[src/rtl/fifo_modport_if.sv]
// FIFO handshake bundle: master drives requests/write data, slave returns read data and status.
interface fifo_modport_if #(
  parameter int WIDTH = 8
) ();
  logic             w_en;
  logic             r_en;
  logic [WIDTH-1:0] data_in;
  logic [WIDTH-1:0] data_out;
  logic             full;
  logic             empty;

  modport master (
    output w_en, r_en, data_in,
    input  data_out, full, empty
  );

  modport slave (
    input  w_en, r_en, data_in,
    output data_out, full, empty
  );
endinterface

[src/rtl/fifo_modport.sv]
// Synchronous single-clock FIFO with registered flags and read data.
// Define FIFO_ASSERT_EN to compile the built-in protocol assertions.
module fifo_modport #(
  parameter int DEPTH = 8,
  parameter int WIDTH = 8
) (
  input  logic          clk,
  input  logic          rst,
  fifo_modport_if.slave bus
);

  localparam int             AW       = $clog2(DEPTH);
  localparam logic [AW:0]    FULL_CNT = (AW + 1)'(DEPTH);

  logic [WIDTH-1:0] mem [DEPTH];
  logic [AW-1:0]    wr_ptr;
  logic [AW-1:0]    rd_ptr;
  logic [AW:0]      count;
  logic [AW:0]      count_nxt;
  logic             wr_ok;
  logic             rd_ok;

  // Acceptance uses the registered flags, so a full FIFO with a concurrent
  // read still refuses the write and the written slot never aliases the read.
  always_comb begin
    // NOTE: every output of a combinational block gets a default first so no latch is inferred.
    wr_ok     = bus.w_en && !bus.full;
    rd_ok     = bus.r_en && !bus.empty;
    count_nxt = count;
    case ({wr_ok, rd_ok})
      2'b10:   count_nxt = count + 1'b1;
      2'b01:   count_nxt = count - 1'b1;
      default: count_nxt = count;
    endcase
  end

  always_ff @(posedge clk) begin
    // NOTE: sequential state uses non-blocking assignments so all registers update together at the edge.
    if (rst) begin
      wr_ptr       <= '0;
      rd_ptr       <= '0;
      count        <= '0;
      bus.full     <= 1'b0;
      bus.empty    <= 1'b1;
      bus.data_out <= '0;
    end else begin
      if (wr_ok) wr_ptr <= wr_ptr + 1'b1;
      if (rd_ok) begin
        rd_ptr       <= rd_ptr + 1'b1;
        bus.data_out <= mem[rd_ptr];
      end
      count     <= count_nxt;
      bus.full  <= (count_nxt == FULL_CNT);
      bus.empty <= (count_nxt == '0);
    end
  end

  // NOTE: the storage array is deliberately not reset; pointers and count define validity.
  always_ff @(posedge clk) begin
    if (!rst && wr_ok) mem[wr_ptr] <= bus.data_in;
  end

`ifdef FIFO_ASSERT_EN
  a_fill_sets_full: assert property (@(posedge clk) disable iff (rst)
    (bus.empty && bus.w_en && !bus.r_en) ##1
    (bus.w_en && !bus.r_en && !bus.full) [*(DEPTH - 1)] |=> bus.full)
    else $error("fifo_modport: full not set after DEPTH writes from empty");

  a_drain_sets_empty: assert property (@(posedge clk) disable iff (rst)
    (bus.r_en && !bus.w_en) [*DEPTH] |=> bus.empty)
    else $error("fifo_modport: empty not set within DEPTH reads");

  a_flags_exclusive: assert property (@(posedge clk) disable iff (rst)
    !(bus.full && bus.empty))
    else $error("fifo_modport: full and empty both high");

  a_no_overflow: assert property (@(posedge clk) disable iff (rst)
    !(bus.w_en && bus.full))
    else $error("fifo_modport: write while full");

  a_no_underflow: assert property (@(posedge clk) disable iff (rst)
    !(bus.r_en && bus.empty))
    else $error("fifo_modport: read while empty");
`endif

endmodule

[src/flat_wrapper.sv]
// flat-port wrapper written by rule: the top's interface ports become plain ports
module fifo_modport_flat 
#(
  parameter int DEPTH = 8,
  parameter int WIDTH = 8
)
  (clk, rst, bus_w_en, bus_r_en, bus_data_in, bus_data_out, bus_full, bus_empty);
  fifo_modport_if #(.WIDTH(WIDTH)) bus_i ();
  input  logic clk;
  input  logic rst;
  input wire logic [$bits(bus_i.w_en)-1:0] bus_w_en;
  input wire logic [$bits(bus_i.r_en)-1:0] bus_r_en;
  input wire logic [$bits(bus_i.data_in)-1:0] bus_data_in;
  output wire logic [$bits(bus_i.data_out)-1:0] bus_data_out;
  output wire logic [$bits(bus_i.full)-1:0] bus_full;
  output wire logic [$bits(bus_i.empty)-1:0] bus_empty;
  assign bus_i.w_en = bus_w_en;
  assign bus_i.r_en = bus_r_en;
  assign bus_i.data_in = bus_data_in;
  assign bus_data_out = bus_i.data_out;
  assign bus_full = bus_i.full;
  assign bus_empty = bus_i.empty;
  fifo_modport #(.DEPTH(DEPTH), .WIDTH(WIDTH)) u_core (.clk(clk), .rst(rst), .bus(bus_i));
endmodule
[config.mk]
export PLATFORM = sky130hd
export DESIGN_NAME = fifo_modport_flat
export DESIGN_NICKNAME = d
export VERILOG_FILES = /design/src/rtl/fifo_modport_if.sv /design/src/rtl/fifo_modport.sv /design/src/flat_wrapper.sv
export SDC_FILE = /design/constraint.sdc
export NUM_CORES = 1
export LEC_CHECK = 0
export ABC_AREA = 0
export CORE_MARGIN = 4
export CORE_UTILIZATION = 56
export CTS_BUF_LIST = sky130_fd_sc_hd__clkbuf_8
export CTS_CLUSTER_SIZE = 14
export DETAILED_ROUTE_END_ITERATION = 7
export PLACE_DENSITY = 0.88
export SLEW_MARGIN = 40
export SYNTH_ARGS = -nofsm -noshare
export SYNTH_HDL_FRONTEND = slang
export SYNTH_SLANG_ARGS = --single-unit
[constraint.sdc]
create_clock -name clk -period 2.85 [get_ports clk]
set_input_delay 0.285 -clock clk [delete_from_list [all_inputs] [get_ports clk]]
set_output_delay 0.285 -clock clk [all_outputs]
set_load 0.05 [all_outputs]
==> results by group <==
Route
  • Drt pass-1 iters: 4
  • Routed WL: 6060 um
  • Final ANT Viol Nets: 0
  • Drt via density: 5.63
  • Initial DRC count: 100
  • DRC: 0
  • Vias: 1778
  • WL/cell: 19.2 um

Clocking
  • # clock sinks: 84
  • Setup bufs post-CTS: 0
  • Clock transition at path regs: 0.08 ns
  • CTS root buf: clkbuf_8
  • CTS Buffer Depth: 2
  • CTS tree: built
  • Clock Latency Late Sink: 0.35 ns
  • Number of gates resized after cts: 0
  • Num CTS Buffers: 9
  • Htree depth: 3
  • Hold-fix buffers, CTS: 0

Synthesis
  • Synth Flop Type: edfxtp_1
  • Synth warn: 0
  • Cells after Synth: 199
  • Syn Area/Cell: 16.6 um2
  • Seq cells post-synth: 84
  • Net Count, Synth: 215
  • Mapped Area: 0.00331 mm2
  • Synth unique cells: 32
  • Post-synth ARST share: 0%
  • Post-synth EDFFs: 64
  • Sequential-to-total area share from yosys stat: 70.1%

Worst setup path
  • Slowest stage delay, CP: 0.34 ns
  • Worst-path fanout max: 5
  • WP data arrival: 2.40 ns
  • Critical path class: reg2reg
  • Critical path's slowest cell: dfxtp_1
  • Crit path cell chain: nand2b_1 -> inv_1 -> ha_1 -> and4b_1 -> o21ai_1 -> a221oi_2 -> xnor2_1 -> nor4bb_1
  • CP required: 3.11 ns
  • Setup crit end kind: register
  • Startpoint Class: register

Floorplan
  • Num rows: 27
  • Core ar.: 0.00561 mm2
  • Total die area: 0.00721 mm2
  • Chip width: 84.9 um
  • Die Ht: 84.9 um
  • I/O pin total: 22
  • Starting density of the core: 59.1%

Pwr
  • Sequential share of power: 49.9%
  • Switching share of power: 28.8%
  • Comb power frac: 23.5%
  • Clock group share of total power: 26.6%
  • VDD IR-drop max: 0.555 mV
  • Pleak: 1.29 nW
  • Design Power: 2.96 mW
  • Internal power: 2.11 mW
  • Psw: 0.853 mW
  • PD cells: 758 mW/mm2

Global routing
  • Total gr overflow: 0
  • Initial antenna violation count: 0
  • GR Util All Layers: 18.9%
  • Largest net degree at the start of global routing: 19
  • First-pass GRT wire length: 9960 um
  • Vias in the first global route: 1882

Placed design
  • DP Wirelength: 4130 um
  • Port bufs: 21
  • GP Congestion: 0.818

Timing
  • Skew final: 0.0109 ns
  • RSZ-0062 raised after global routing: false
  • Count of pins over their slew limit: 0
  • Worst-Margin Slew: 0.629 ns
  • Final min period: 2.14 ns
  • Final hold vios: 0
  • Final Cycle Share: 75.0%
  • Setup TNS: 0 ns
  • Max Freq: 0.468 GHz
  • Relative slew slack: 58.0%
  • Endpoints failing setup: 0

Hold path
  • Worst hold path class: reg2reg

Finish
  • Area Growth Syn to Fin: 18.0%
  • ANT cells: 0
  • Final net count: 255
  • Most frequent cells in the layout: 64 x edfxtp_1, 21 x clkdlybuf4s50_1, 20 x nor2_1, 20 x buf_4, 19 x dfxtp_1
  • Layout cells sized above 1: 23.0%
  • Most common cell after layout, fill and taps aside: edfxtp_1

Status
  • Run status: completed

Flow run
  • Max_cap viols: 0
==> per-layer routing <==
metal  routed length, um  vias up  global-route usage (%)
met5                   0        -                       0
li1                    -      849                       -
met3                 169        7                    5.63
met2                3170       23                    31.6
met1                2640      899                    23.3
met4                  76        0                    7.05
==> path summary, 6_finish.rpt <==
kind                                        from                                  end  cells after the start  slack, ns
max reg2reg          u_core.bus.empty$_SDFF_PP1_           u_core.bus.full$_SDFF_PP0_                      8       0.71
min reg2reg  u_core.bus.data_out[6]$_SDFFE_PP0P_  u_core.bus.data_out[6]$_SDFFE_PP0P_                      2       0.50
max                  u_core.bus.empty$_SDFF_PP1_           u_core.bus.full$_SDFF_PP0_                      8       0.71
min          u_core.bus.data_out[6]$_SDFFE_PP0P_  u_core.bus.data_out[6]$_SDFFE_PP0P_                      2       0.50
==> area by class of cell <==
type	instances	area (um2)
clock buffer	9	124
clock inverter	7	62.6
fill	391	1700
inverter	2	7.51
multi-input combinational	101	940
sequential	84	2320
tap	72	90.1
timing repair buffer	41	360
==> Yosys cell counts (3+ instances only) <==
library cell  instances  area [um2]
mux4_2               16         360
xnor2_1               5        43.8
edfxtp_1             64        1920
mux2i_1               9        90.1
a21oi_1               3        15.0
nor2_1               20        75.1
xor2_1                3        26.3
dfxtp_1              20         400
clkbuf_1              8        30.0
nor3_1                4        20.0
ha_1                  4        50.1
a211oi_1              8        60.1
nand2b_1              4        25.0
nand2_1               9        33.8
==> power groups by stage <==
stage / sequential (mW) / combinational (mW) / clock [mW]
after detailed placement: 1.50 / 0.699 / 0
after CTS: 1.48 / 0.702 / 0.809
after global placement: 1.50 / 0.672 / 0
final: 1.48 / 0.695 / 0.789
after global routing: 1.49 / 0.750 / 0.874
after floorplan: 1.60 / 0.398 / 0
==> per-stage QoR <==
| stage | cell area (um2) | cells | hold slack (ns) | worst slack [ns] | utilization, % |
|---|---|---|---|---|---|
| 6_report | 3910 | 316 | 0.499 | 0.713 | 69.7 |
| 5_1_grt | 3910 | 316 | 0.532 | 0.491 | 69.7 |
| 4_1_cts | 3910 | 316 | 0.505 | 0.712 | 69.7 |
| 3_5_place_dp | 3720 | 300 | 0.492 | 0.377 | 66.3 |
| 3_3_place_gp | 3720 | 300 | 0.486 | 0.498 | 66.3 |
| 2_1_floorplan | 3310 | 199 | 0.384 | 0.401 | - |
==> cells by family (layout without fill, tap and decap cells) <==
| family | count (synthesis) | count (layout) | share of synthesized area, % |
|---|---|---|---|
| buf+inv | 14 | 59 | 1.89 |
| simple gates | 46 | 46 | 6.80 |
| mux | 25 | 25 | 13.6 |
| xor+xnor | 8 | 8 | 2.12 |
| flops | 84 | 84 | 70.1 |
| fa+ha+maj | 4 | 4 | 1.51 |
| compound gates | 18 | 18 | 3.97 |
==> flip-flops by register name, indices dropped and copies added, names as in the netlist <==
signal / flops
u_core.count: 4
u_core.rd_ptr: 3
u_core.wr_ptr: 3
u_core.bus.full: 1
u_core.mem: 64
u_core.bus.empty: 1
u_core.bus.data_out: 8
==> critical path: cells and delay by family (launching register included) <==
kind            cells  cell delay (ns)
simple gates        3             0.78
flops               1             0.34
buf+inv             1             0.13
xor+xnor            1             0.14
compound gates      2             0.41
fa+ha+maj           1             0.25
No activity file was read; power rests on OpenSTA's default activity.
